$ cat src/rtl/matmul_pkg.sv
// Shared types and constants for the 3x3 matrix-multiply sequencer.
// Provides the FSM state type, matrix/stream geometry, counter widths
// and the slot-to-bit-offset helper used for flat 9*W packing.
package matmul_pkg;

    typedef enum logic [1:0] {
        S_LOAD   = 2'd0,
        S_SETTLE = 2'd1,
        S_DRAIN  = 2'd2
    } state_t;

    localparam int unsigned MAT_N         = 3;
    localparam int unsigned MAT_ELEMS     = MAT_N * MAT_N;
    localparam int unsigned OPERAND_WORDS = 2 * MAT_ELEMS;

    localparam int unsigned WORD_CNT_W   = 5;
    localparam int unsigned OUT_IDX_W    = 4;
    localparam int unsigned SETTLE_CNT_W = 4;

    // Bit offset of a matrix slot in a flat bus; slot 0 sits in the low word.
    function automatic int unsigned slot_lsb(input int unsigned slot, input int unsigned w);
        return slot * w;
    endfunction

endpackage

$ cat src/rtl/matmul_word_bank.sv
// Nine-entry register bank with a flat MAT_ELEMS*W output.
// Ports:
//   clk, rst_n    - clock, synchronous active-low reset (clears all slots)
//   i_we, i_idx   - single-slot write enable and slot index (0..8)
//   i_wdata       - word written to slot i_idx
//   i_load_all    - parallel load of every slot from i_load_data (wins over i_we)
//   i_load_data   - flat parallel-load source
//   o_mat         - flat contents, slot 0 in bits [W-1:0]
module matmul_word_bank
    import matmul_pkg::*;
#(
    parameter int unsigned W = 32
) (
    input  logic                     clk,
    input  logic                     rst_n,
    input  logic                     i_we,
    input  logic [OUT_IDX_W-1:0]     i_idx,
    input  logic [W-1:0]             i_wdata,
    input  logic                     i_load_all,
    input  logic [MAT_ELEMS*W-1:0]   i_load_data,
    output logic [MAT_ELEMS*W-1:0]   o_mat
);

    logic [MAT_ELEMS*W-1:0] r_mat;

    // Storage; out-of-range indices are ignored.
    always_ff @(posedge clk) begin
        if (!rst_n) begin
            r_mat <= '0;
        end else if (i_load_all) begin
            r_mat <= i_load_data;
        end else if (i_we && (i_idx < OUT_IDX_W'(MAT_ELEMS))) begin
            r_mat[slot_lsb(32'(i_idx), W) +: W] <= i_wdata;
        end
    end

    assign o_mat = r_mat;

endmodule

$ cat src/rtl/matmul_seq_ctrl.sv
// Word-serial sequencer for the 3x3 combinational matrix-multiply datapath.
// Loads A then B (18 row-major words), holds them stable on a_mat/b_mat,
// waits SETTLE_CYCLES, captures c_mat and streams 9 result words out.
// Ports:
//   clk, rst_n              - clock, synchronous active-low reset
//   in_valid/in_data/in_ready    - operand word stream (A00..A22, B00..B22)
//   out_valid/out_data/out_ready - result word stream (C00..C22)
//   out_last                - marks C22
//   abort                   - synchronous job abort, keeps operand/result regs
//   a_mat, b_mat            - operand registers to the datapath
//   c_mat                   - datapath result
//   busy                    - job in progress
//   done                    - one-cycle pulse after the C22 transfer
module matmul_seq_ctrl
    import matmul_pkg::*;
#(
    parameter int unsigned W             = 32,
    parameter int unsigned SETTLE_CYCLES = 2
) (
    input  logic                   clk,
    input  logic                   rst_n,
    input  logic                   in_valid,
    input  logic [W-1:0]           in_data,
    output logic                   in_ready,
    output logic                   out_valid,
    output logic [W-1:0]           out_data,
    input  logic                   out_ready,
    output logic                   out_last,
    input  logic                   abort,
    output logic [MAT_ELEMS*W-1:0] a_mat,
    output logic [MAT_ELEMS*W-1:0] b_mat,
    input  logic [MAT_ELEMS*W-1:0] c_mat,
    output logic                   busy,
    output logic                   done
);

    state_t                  r_state,      w_state_nxt;
    logic [WORD_CNT_W-1:0]   r_word_cnt,   w_word_cnt_nxt;
    logic [SETTLE_CNT_W-1:0] r_settle_cnt, w_settle_cnt_nxt;
    logic [OUT_IDX_W-1:0]    r_out_idx,    w_out_idx_nxt;
    logic                    r_out_valid,  w_out_valid_nxt;
    logic                    r_out_last,   w_out_last_nxt;
    logic                    r_busy,       w_busy_nxt;
    logic                    r_done,       w_done_nxt;

    logic                    w_in_ready;
    logic                    w_in_hs;
    logic                    w_out_hs;
    logic                    w_wr;
    logic                    w_a_we;
    logic                    w_b_we;
    logic                    w_capture;
    logic [MAT_ELEMS*W-1:0]  w_res_mat;

    assign w_in_ready = rst_n && (r_state == S_LOAD);
    assign w_in_hs    = in_valid && w_in_ready;
    assign w_out_hs   = r_out_valid && out_ready;

    // Abort discards a word offered in the same cycle.
    assign w_wr      = w_in_hs && !abort;
    assign w_a_we    = w_wr && (r_word_cnt <  WORD_CNT_W'(MAT_ELEMS));
    assign w_b_we    = w_wr && (r_word_cnt >= WORD_CNT_W'(MAT_ELEMS));
    assign w_capture = (r_state == S_SETTLE) && !abort &&
                       (r_settle_cnt == SETTLE_CNT_W'(SETTLE_CYCLES - 1));

    matmul_word_bank #(.W(W)) u_a_bank (
        .clk         (clk),
        .rst_n       (rst_n),
        .i_we        (w_a_we),
        .i_idx       (OUT_IDX_W'(r_word_cnt)),
        .i_wdata     (in_data),
        .i_load_all  (1'b0),
        .i_load_data ('0),
        .o_mat       (a_mat)
    );

    matmul_word_bank #(.W(W)) u_b_bank (
        .clk         (clk),
        .rst_n       (rst_n),
        .i_we        (w_b_we),
        .i_idx       (OUT_IDX_W'(r_word_cnt - WORD_CNT_W'(MAT_ELEMS))),
        .i_wdata     (in_data),
        .i_load_all  (1'b0),
        .i_load_data ('0),
        .o_mat       (b_mat)
    );

    matmul_word_bank #(.W(W)) u_res_bank (
        .clk         (clk),
        .rst_n       (rst_n),
        .i_we        (1'b0),
        .i_idx       ('0),
        .i_wdata     ('0),
        .i_load_all  (w_capture),
        .i_load_data (c_mat),
        .o_mat       (w_res_mat)
    );

    // State and output registers.
    always_ff @(posedge clk) begin
        if (!rst_n) begin
            r_state      <= S_LOAD;
            r_word_cnt   <= '0;
            r_settle_cnt <= '0;
            r_out_idx    <= '0;
            r_out_valid  <= 1'b0;
            r_out_last   <= 1'b0;
            r_busy       <= 1'b0;
            r_done       <= 1'b0;
        end else begin
            r_state      <= w_state_nxt;
            r_word_cnt   <= w_word_cnt_nxt;
            r_settle_cnt <= w_settle_cnt_nxt;
            r_out_idx    <= w_out_idx_nxt;
            r_out_valid  <= w_out_valid_nxt;
            r_out_last   <= w_out_last_nxt;
            r_busy       <= w_busy_nxt;
            r_done       <= w_done_nxt;
        end
    end

    // Next-state, counters, and registered-output precompute.
    always_comb begin
        w_state_nxt      = r_state;
        w_word_cnt_nxt   = r_word_cnt;
        w_settle_cnt_nxt = r_settle_cnt;
        w_out_idx_nxt    = r_out_idx;
        w_done_nxt       = 1'b0;

        case (r_state)
            S_LOAD: begin
                if (w_in_hs) begin
                    w_word_cnt_nxt = r_word_cnt + WORD_CNT_W'(1);
                    if (r_word_cnt == WORD_CNT_W'(OPERAND_WORDS - 1)) begin
                        w_state_nxt      = S_SETTLE;
                        w_settle_cnt_nxt = '0;
                    end
                end
            end
            S_SETTLE: begin
                w_settle_cnt_nxt = r_settle_cnt + SETTLE_CNT_W'(1);
                if (r_settle_cnt == SETTLE_CNT_W'(SETTLE_CYCLES - 1)) begin
                    w_state_nxt   = S_DRAIN;
                    w_out_idx_nxt = '0;
                end
            end
            S_DRAIN: begin
                if (w_out_hs) begin
                    if (r_out_idx == OUT_IDX_W'(MAT_ELEMS - 1)) begin
                        w_state_nxt    = S_LOAD;
                        w_word_cnt_nxt = '0;
                        w_out_idx_nxt  = '0;
                        w_done_nxt     = 1'b1;
                    end else begin
                        w_out_idx_nxt = r_out_idx + OUT_IDX_W'(1);
                    end
                end
            end
            default: begin
                w_state_nxt = S_LOAD;
            end
        endcase

        // Abort returns to idle without a done pulse; data registers are kept.
        if (abort) begin
            w_state_nxt      = S_LOAD;
            w_word_cnt_nxt   = '0;
            w_settle_cnt_nxt = '0;
            w_out_idx_nxt    = '0;
            w_done_nxt       = 1'b0;
        end

        w_out_valid_nxt = (w_state_nxt == S_DRAIN);
        w_out_last_nxt  = (w_state_nxt == S_DRAIN) &&
                          (w_out_idx_nxt == OUT_IDX_W'(MAT_ELEMS - 1));
        w_busy_nxt      = (w_state_nxt != S_LOAD) || (w_word_cnt_nxt != '0);
    end

    assign in_ready  = w_in_ready;
    assign out_valid = r_out_valid;
    assign out_last  = r_out_last;
    assign out_data  = w_res_mat[slot_lsb(32'(r_out_idx), W) +: W];
    assign busy      = r_busy;
    assign done      = r_done;

endmodule
$ cat config.mk
export PLATFORM = sky130hd
export DESIGN_NAME = matmul_seq_ctrl
export DESIGN_NICKNAME = d
export VERILOG_FILES = /design/src/rtl/matmul_pkg.sv /design/src/rtl/matmul_word_bank.sv /design/src/rtl/matmul_seq_ctrl.sv
export SDC_FILE = /design/constraint.sdc
export NUM_CORES = 2
export LEC_CHECK = 0
export CAP_MARGIN = 20
export CORE_AREA = 2 2 365 367
export CTS_CLUSTER_SIZE = 30
export DETAILED_ROUTE_END_ITERATION = 12
export DIE_AREA = 0 0 367 369
export PLACE_DENSITY = 0.47
export RECOVER_POWER = 25
export REMOVE_ABC_BUFFERS = 1
export SLEW_MARGIN = 10
export SYNTH_ARGS = -nofsm -noshare
export SYNTH_HDL_FRONTEND = slang
export SYNTH_SLANG_ARGS = --single-unit
$ cat constraint.sdc
create_clock -name clk -period 7.1 [get_ports clk]
set_input_delay 1.42 -clock clk [delete_from_list [all_inputs] [get_ports clk]]
set_output_delay 1.42 -clock clk [all_outputs]
set_load 0.05 [all_outputs]
## After elaboration in Yosys (flattened, before gate mapping)

Index checks and enable logic that the tools add are counted.

- $add $sub $neg: 6
- Order comparisons: 4
- Equality and inequality tests: 9
- Shift-type cells: 5
- Muxes and demuxes: 23
- Bitwise operators: 3
- Reduce and logical (&&, ||, !) cells: 20

Operators with widths:

| cell | number |
|---|---|
| bitwise mux 288 bit | 2 |
| variable shift 32 x 34 -> 288 bit (first input constant) | 2 |
| variable part select 32 x 34 -> 288 bit | 2 |
| variable part select 288 x 10 -> 32 bit | 1 |
| negator 9 -> 34 bit | 2 |
| two-way mux 4 bit | 6 |
| two-way mux 5 bit | 4 |
| one-hot mux 4 bit (2 select lines) | 2 |
| two-way mux 2 bit | 6 |
| logical AND 1 bit | 11 |
| one-hot mux 5 bit (2 select lines) | 1 |
| adder 4 x 1 -> 4 bit (second input constant) | 2 |
| equality test 4 bit (second input constant) | 2 |
| < comparator 4 bit (second input constant) | 2 |
| one-hot mux 2 bit (3 select lines) | 1 |
| adder 5 x 1 -> 5 bit (second input constant) | 1 |
| equality test 5 bit (second input constant) | 1 |
| >= comparator 5 x 4 -> 1 bit (second input constant) | 1 |
| < comparator 5 x 4 -> 1 bit (second input constant) | 1 |
| nonzero test 5 bit | 1 |
| equality test 2 bit (second input constant) | 2 |
| equality test 4 x 1 -> 1 bit (second input constant) | 1 |
| nonzero test 2 bit | 2 |
| OR reduction 4 bit | 1 |
| other kinds (11) | 13 |

- Register bits: 883
- Input port bits: 325
- Output and inout port bits: 613
- Logic and storage cells: 81

## Depth between registers and ports, before layout

- Depth after elaboration: 8
- Depth in mapped cells: 19
- Gate-level depth less buffers: 10

## Hierarchy

A second synthesis with hierarchy kept.

- Cell total of the unflattened synthesis: 4,200
- Area total of the unflattened synthesis: 41,244.6 um2

Modules (own cells, without submodules):

| module | instances | cells an instance | area each (um2) | sequential area each (um2) |
|---|---|---|---|---|
| matmul_word_bank at u_a_bank ... | 2 | 1,287 | 12,558.3 | 5,765.5 |
| matmul_word_bank at u_res_bank | 1 | 1,286 | 12,659.6 | 5,765.5 |
| matmul_seq_ctrl | 1 | 340 | 3,468.3 | 380.4 |

## Worst setup path before layout

No wires, ideal clock.

- Path kind: flip-flop to flip-flop
- Start: register r_word_cnt[0]
- End: register u_b_bank.r_mat[130], in the netlist u_b_bank.o_mat[130]
- Library setup time: 0.117 ns
- Data arrival time: 4.405 ns
- Data required time: 6.983 ns
- Setup slack: 2.577 ns
- Cell stages (with the launch flop): 20
- Buffers on the path: 9
- Period minus slack after synthesis: 4.523 ns
- Cells stage by stage: dfxtp_1 buf_2 clkbuf_1 clkinv_1 clkbuf_1 ha_1 and2_1 clkbuf_1 clkbuf_1 clkbuf_1 and2_1 ha_1 clkbuf_1 nand4b_1 a21oi_1 nor3b_1 clkbuf_1 buf_2 mux2i_1 nor2b_1

- Cells in the longest elaborated chain, start to end: 4
- Elaborated cells between the ends (all ways): 9
- Those cells by class: add/sub (2); order compare (2); shift (2); mux (1); reduce/logical (2)

Ends and longest elaborated chain:

| element | RTL line | text |
|---|---|---|
| start: declaration | matmul_seq_ctrl.sv:38 | `logic [WORD_CNT_W-1:0] r_word_cnt, w_word_cnt_nxt;` |
| start signal: assignment | matmul_seq_ctrl.sv:112 | `r_word_cnt <= w_word_cnt_nxt;` |
| subtractor 4 bit | matmul_seq_ctrl.sv:81 | `.i_idx (OUT_IDX_W'(r_word_cnt - WORD_CNT_W'(MAT_ELEMS))),` |
| negator 9 -> 34 bit | matmul_word_bank.sv:33 | `r_mat[slot_lsb(32'(i_idx), W) +: W] <= i_wdata;` |
| variable part select 32 x 34 -> 288 bit / variable shift 32 x 34 -> 288 bit (equally long branches) | matmul_word_bank.sv:33 |  |
| bitwise mux 288 bit | matmul_word_bank.sv:33 |  |
| end signal: assignment | matmul_word_bank.sv:31 | `r_mat <= i_load_data;` |
| end signal: indexed assignment | matmul_word_bank.sv:33 |  |
| end: declaration | matmul_word_bank.sv:24 | `logic [MAT_ELEMS*W-1:0] r_mat;` |

Parallel ways exist; a longest one is shown, timed or not.
A chain may end at the register's enable or synchronous reset.

## Final worst setup path

- Start: input port abort
- End: register u_res_bank.r_mat[249], in the netlist u_res_bank.o_mat[249]

- Cells in the longest elaborated chain, start to end: 3

Ends and longest elaborated chain:

| element | RTL line | text |
|---|---|---|
| start: declaration | matmul_seq_ctrl.sv:29 | `input logic abort,` |
| logical NOT 1 bit | matmul_seq_ctrl.sv:63 | `assign w_capture = (r_state == S_SETTLE) && !abort &&` |
| logical AND 1 bit (2 in series) | matmul_seq_ctrl.sv:63 |  |
| end signal: assignment | matmul_word_bank.sv:31 |  |
| end signal: indexed assignment | matmul_word_bank.sv:33 |  |
| end: declaration | matmul_word_bank.sv:24 |  |

No other way between the ends.

==> key figures <==
Route
  • Post-detailed-route count of antenna-violating nets: 0
  • Drt wl/cell: between 20 and 25 um
  • Via density: slightly below 5
  • Routed via count: ~33,000
  • Total wire length: approximately 170 mm
  • TritonRoute pass-1 iters: 5
  • Initial DRC Count: between 2,000 and 2,500
  • DRC: 0

Clocking
  • Clock sink total: 883
  • Maximum root-to-sink buffer count: 3
  • H-tree depth: 3
  • CTS Buf Count: about 110
  • Clock tree from TritonCTS: built
  • Clk pin slew, worst setup/hold paths: about 0.060 ns
  • # Post-CTS Setup Buffers: 0
  • CTS Hold Buffers Added: 0
  • # resized after CTS: 0
  • CTS Root Cell: clkbuf_16
  • Worst-skew pair later-pin latency: roughly 0.70 ns

Critical path
  • Crit. End Element: flip-flop
  • Reg2reg path depth: 9
  • Worst setup SP type: primary input
  • RR Endpoint: u_a_bank.o_mat[144]
  • CP max FO: about 200
  • Arrival time worst endpoint: roughly 6.5 ns
  • Crit path to: u_res_bank.o_mat[249]
  • R2R setup slack: 2.22 ns
  • Kind of critical path: primary input to flip-flop
  • R2r startpoint: r_word_cnt[1]
  • Critical path launch point: abort
  • CP Data Required Time: between 7 and 8 ns

STA
  • Skew final: between 0.02 and 0.03 ns
  • F_max: approximately 170 MHz
  • Worst-margin pin slew: approximately 4.4 ns
  • Fin Hold WS: approximately 0.45 ns
  • Final Cycle Share: 81.88%
  • Final setup viols: 0
  • Final Slew Violations: around 390
  • Worst slew margin: -193.8%
  • Final min period: slightly below 6 ns
  • Hold Violations, Final: 0
  • RSZ-0062 raised after global routing: false

Synthesis
  • Synth Area per Inst: 8.837 um^2
  • Seq cells post-synth: slightly below 900
  • Post-synth EDFFs: 0
  • Synth cell types: 63
  • Sequential element share of the synthesized area: 48.16%
  • Post-Syn Area: 36,710 um^2
  • Ys async rst share: 0%
  • Post-synthesis cell count: 4,154
  • Ys Warns: 0
  • Top_reg_cell synth: dfxtp_1

Global routing
  • Vias in the first global route: around 32,000
  • First-pass GRT wire length: between 200 and 250 mm
  • Total Routing Usage GR: between 20% and 30%
  • Initial antenna violation count: 44
  • Grt total ovfl: 0
  • Largest net degree at the start of global routing: 202

Cells and area
  • Post-route cell area: 51,080 um^2
  • Most common cell after layout, fill and taps aside: nand2_1
  • Commonest cells after routing, fill and taps aside: nand2_1, dfxtp_1, clkdlybuf4s50_1
  • Final net count: approximately 5,200
  • Share of cells above drive strength 1: approximately 6.6%
  • Area growth syn-to-layout: 39.16%

Placement
  • IO buf count: ~940
  • DP HPWL: 120.0 mm
  • GPL Wtd Cong: just over 0.8
  • Post-DP Area: 47,530 um^2

Pwr
  • Switching Fraction: approximately a quarter
  • Power Dens Cells: approximately 220 nW/um^2
  • Int Power: approximately 0.0084 W
  • Leakage: 18.55 nW
  • Combinational Power Share: roughly 5.0%
  • Worst IR Drop VDD: 0.0001732 V
  • Sw power: roughly 0.0026 W
  • Sequential Power Share: 44.9%
  • Clock Power Share: 50.1%

Floorplan
  • Die height: 369 um
  • Row count: about 130
  • Starting Density: 27.99%
  • Core region area: ~130,000 um^2
  • DIE AREA: between 100,000 and 150,000 um^2
  • I/O Pins: around 940
  • Die W: ~370 um

Min path
  • Hold Crit Class: flip-flop to flip-flop

Outcome
  • Status: finished, violations left
  • Failing checks: max-capacitance violations, max-slew violations

Run
  • MaxCap Viol Count: 4
[power groups by stage]
stage	Combinational, W	Clock [W]	Sequential [W]
global placement	0.000562	0	0.00507
finish	0.000557	0.00554	0.00496
floorplan	0.000119	0	0.00509
global route	0.000585	0.00587	0.00496
detailed placement	0.000559	0	0.00507
CTS	0.000561	0.00568	0.00496
[critical path, stage by stage]
cell and delay [ns]:
dlygate4sd3_1 0.84, inv_1 0.26, nand3_1 0.20, clkbuf_2 3.00, nand2_1 0.18, a21boi_0 0.32
[metal layers]
layer,GRT usage [%],wire length (um),up-vias
met5,0,195,-
met4,6.881,4664,30
met3,7.978,14020,220
met2,39.48,78450,1055
met1,29.86,71370,15640
li1,-,-,15550
[final cells by class]
cell class | count | area, um^2
diodes | 13 | 32.53
clock buffers | 162 | 3142
clock inverters | 28 | 377.9
fillers | 13480 | 80050
inverters | 15 | 56.30
multi-input cells | 2890 | 17620
flip-flops and latches | 883 | 17690
well taps | 1755 | 2196
repair buffers | 1007 | 9971
[cells by family (layout without fill, tap and decap cells)]
| logic type | count (synthesis) | after routing | synth area share (%) |
|---|---|---|---|
| AOI/OAI and AO/OA | 677 | 677 | 12.67 |
| xor gates and xnor gates | 3 | 3 | 0.1125 |
| adders and majority gates | 17 | 17 | 0.5794 |
| buffers and inverters | 381 | 1212 | 4.073 |
| DFF | 883 | 883 | 48.16 |
| muxes | 362 | 362 | 12.09 |
| other | 0 | 13 | 0 |
| and+or+nand+nor | 1831 | 1831 | 22.33 |
[worst min path at each step]
stage	start	endpoint	slack, ns	cells past startpoint
after floorplan	u_res_bank.o_mat[128]	u_res_bank.o_mat[128]	0.44	2
after global placement	u_b_bank.o_mat[221]	u_b_bank.o_mat[221]	0.44	2
after detailed placement	u_b_bank.o_mat[267]	u_b_bank.o_mat[267]	0.44	2
after CTS	u_b_bank.o_mat[267]	u_b_bank.o_mat[267]	0.45	2
after global routing	u_b_bank.o_mat[63]	u_b_bank.o_mat[63]	0.46	2
final	u_b_bank.o_mat[267]	u_b_bank.o_mat[267]	0.45	2
[cell usage after synthesis (all sizes together), types with 2 or more instances]
master | instances | area [um^2]
nor4b | 2 | 17.52
nor3 | 4 | 25.02
and4 | 2 | 17.52
a2111oi | 2 | 36.29
nand2b | 5 | 31.28
nor4 | 2 | 27.53
clkbuf | 289 | 1085
or2 | 3 | 18.77
a22oi | 3 | 22.52
o22ai | 2 | 12.51
a21boi | 448 | 3363
a311oi | 2 | 17.52
buf | 77 | 354.1
xnor2 | 2 | 17.52
ha | 17 | 212.7
o21ai | 192 | 960.9
a211oi | 2 | 27.53
and3b | 2 | 17.52
a21oi | 6 | 30.03
mux4 | 65 | 1464
a221oi | 3 | 26.28
mux2i | 297 | 2973
nor2b | 172 | 1076
nand4 | 94 | 588.1
nand3 | 178 | 900.9
or3 | 34 | 212.7
a2bb2oi | 4 | 35.03
inv | 14 | 52.55
a41oi | 2 | 17.52
dfxtp | 883 | 17680
nand2 | 1190 | 4467
and2 | 42 | 262.8
nor3b | 3 | 22.52
nor2 | 47 | 176.4
and3 | 44 | 275.3
nand3b | 3 | 22.52
[state kept, by name (all words and copies together), names as in the netlist]
name / count
u_res_bank.o_mat: 288
busy: 1
r_state: 2
u_a_bank.o_mat: 288
done: 1
u_b_bank.o_mat: 288
out_valid: 1
out_last: 1
r_settle_cnt: 4
r_out_idx: 4
r_word_cnt: 5
[stage by stage]
step	utilization [%]	power, W	cells	TNS [ns]	worst slack, ns
global route	38.95	0.01142	6748	0	0.9210
global placement	36.25	0.005634	6548	0	2.394
finish	38.96	0.01106	6753	0	1.287
CTS	38.93	0.01121	6738	0	1.820
floorplan	-	0.005213	3788	-332.95	-3.588
detailed placement	36.25	0.005631	6548	0	2.271
Power figures use the tool's default switching activity.
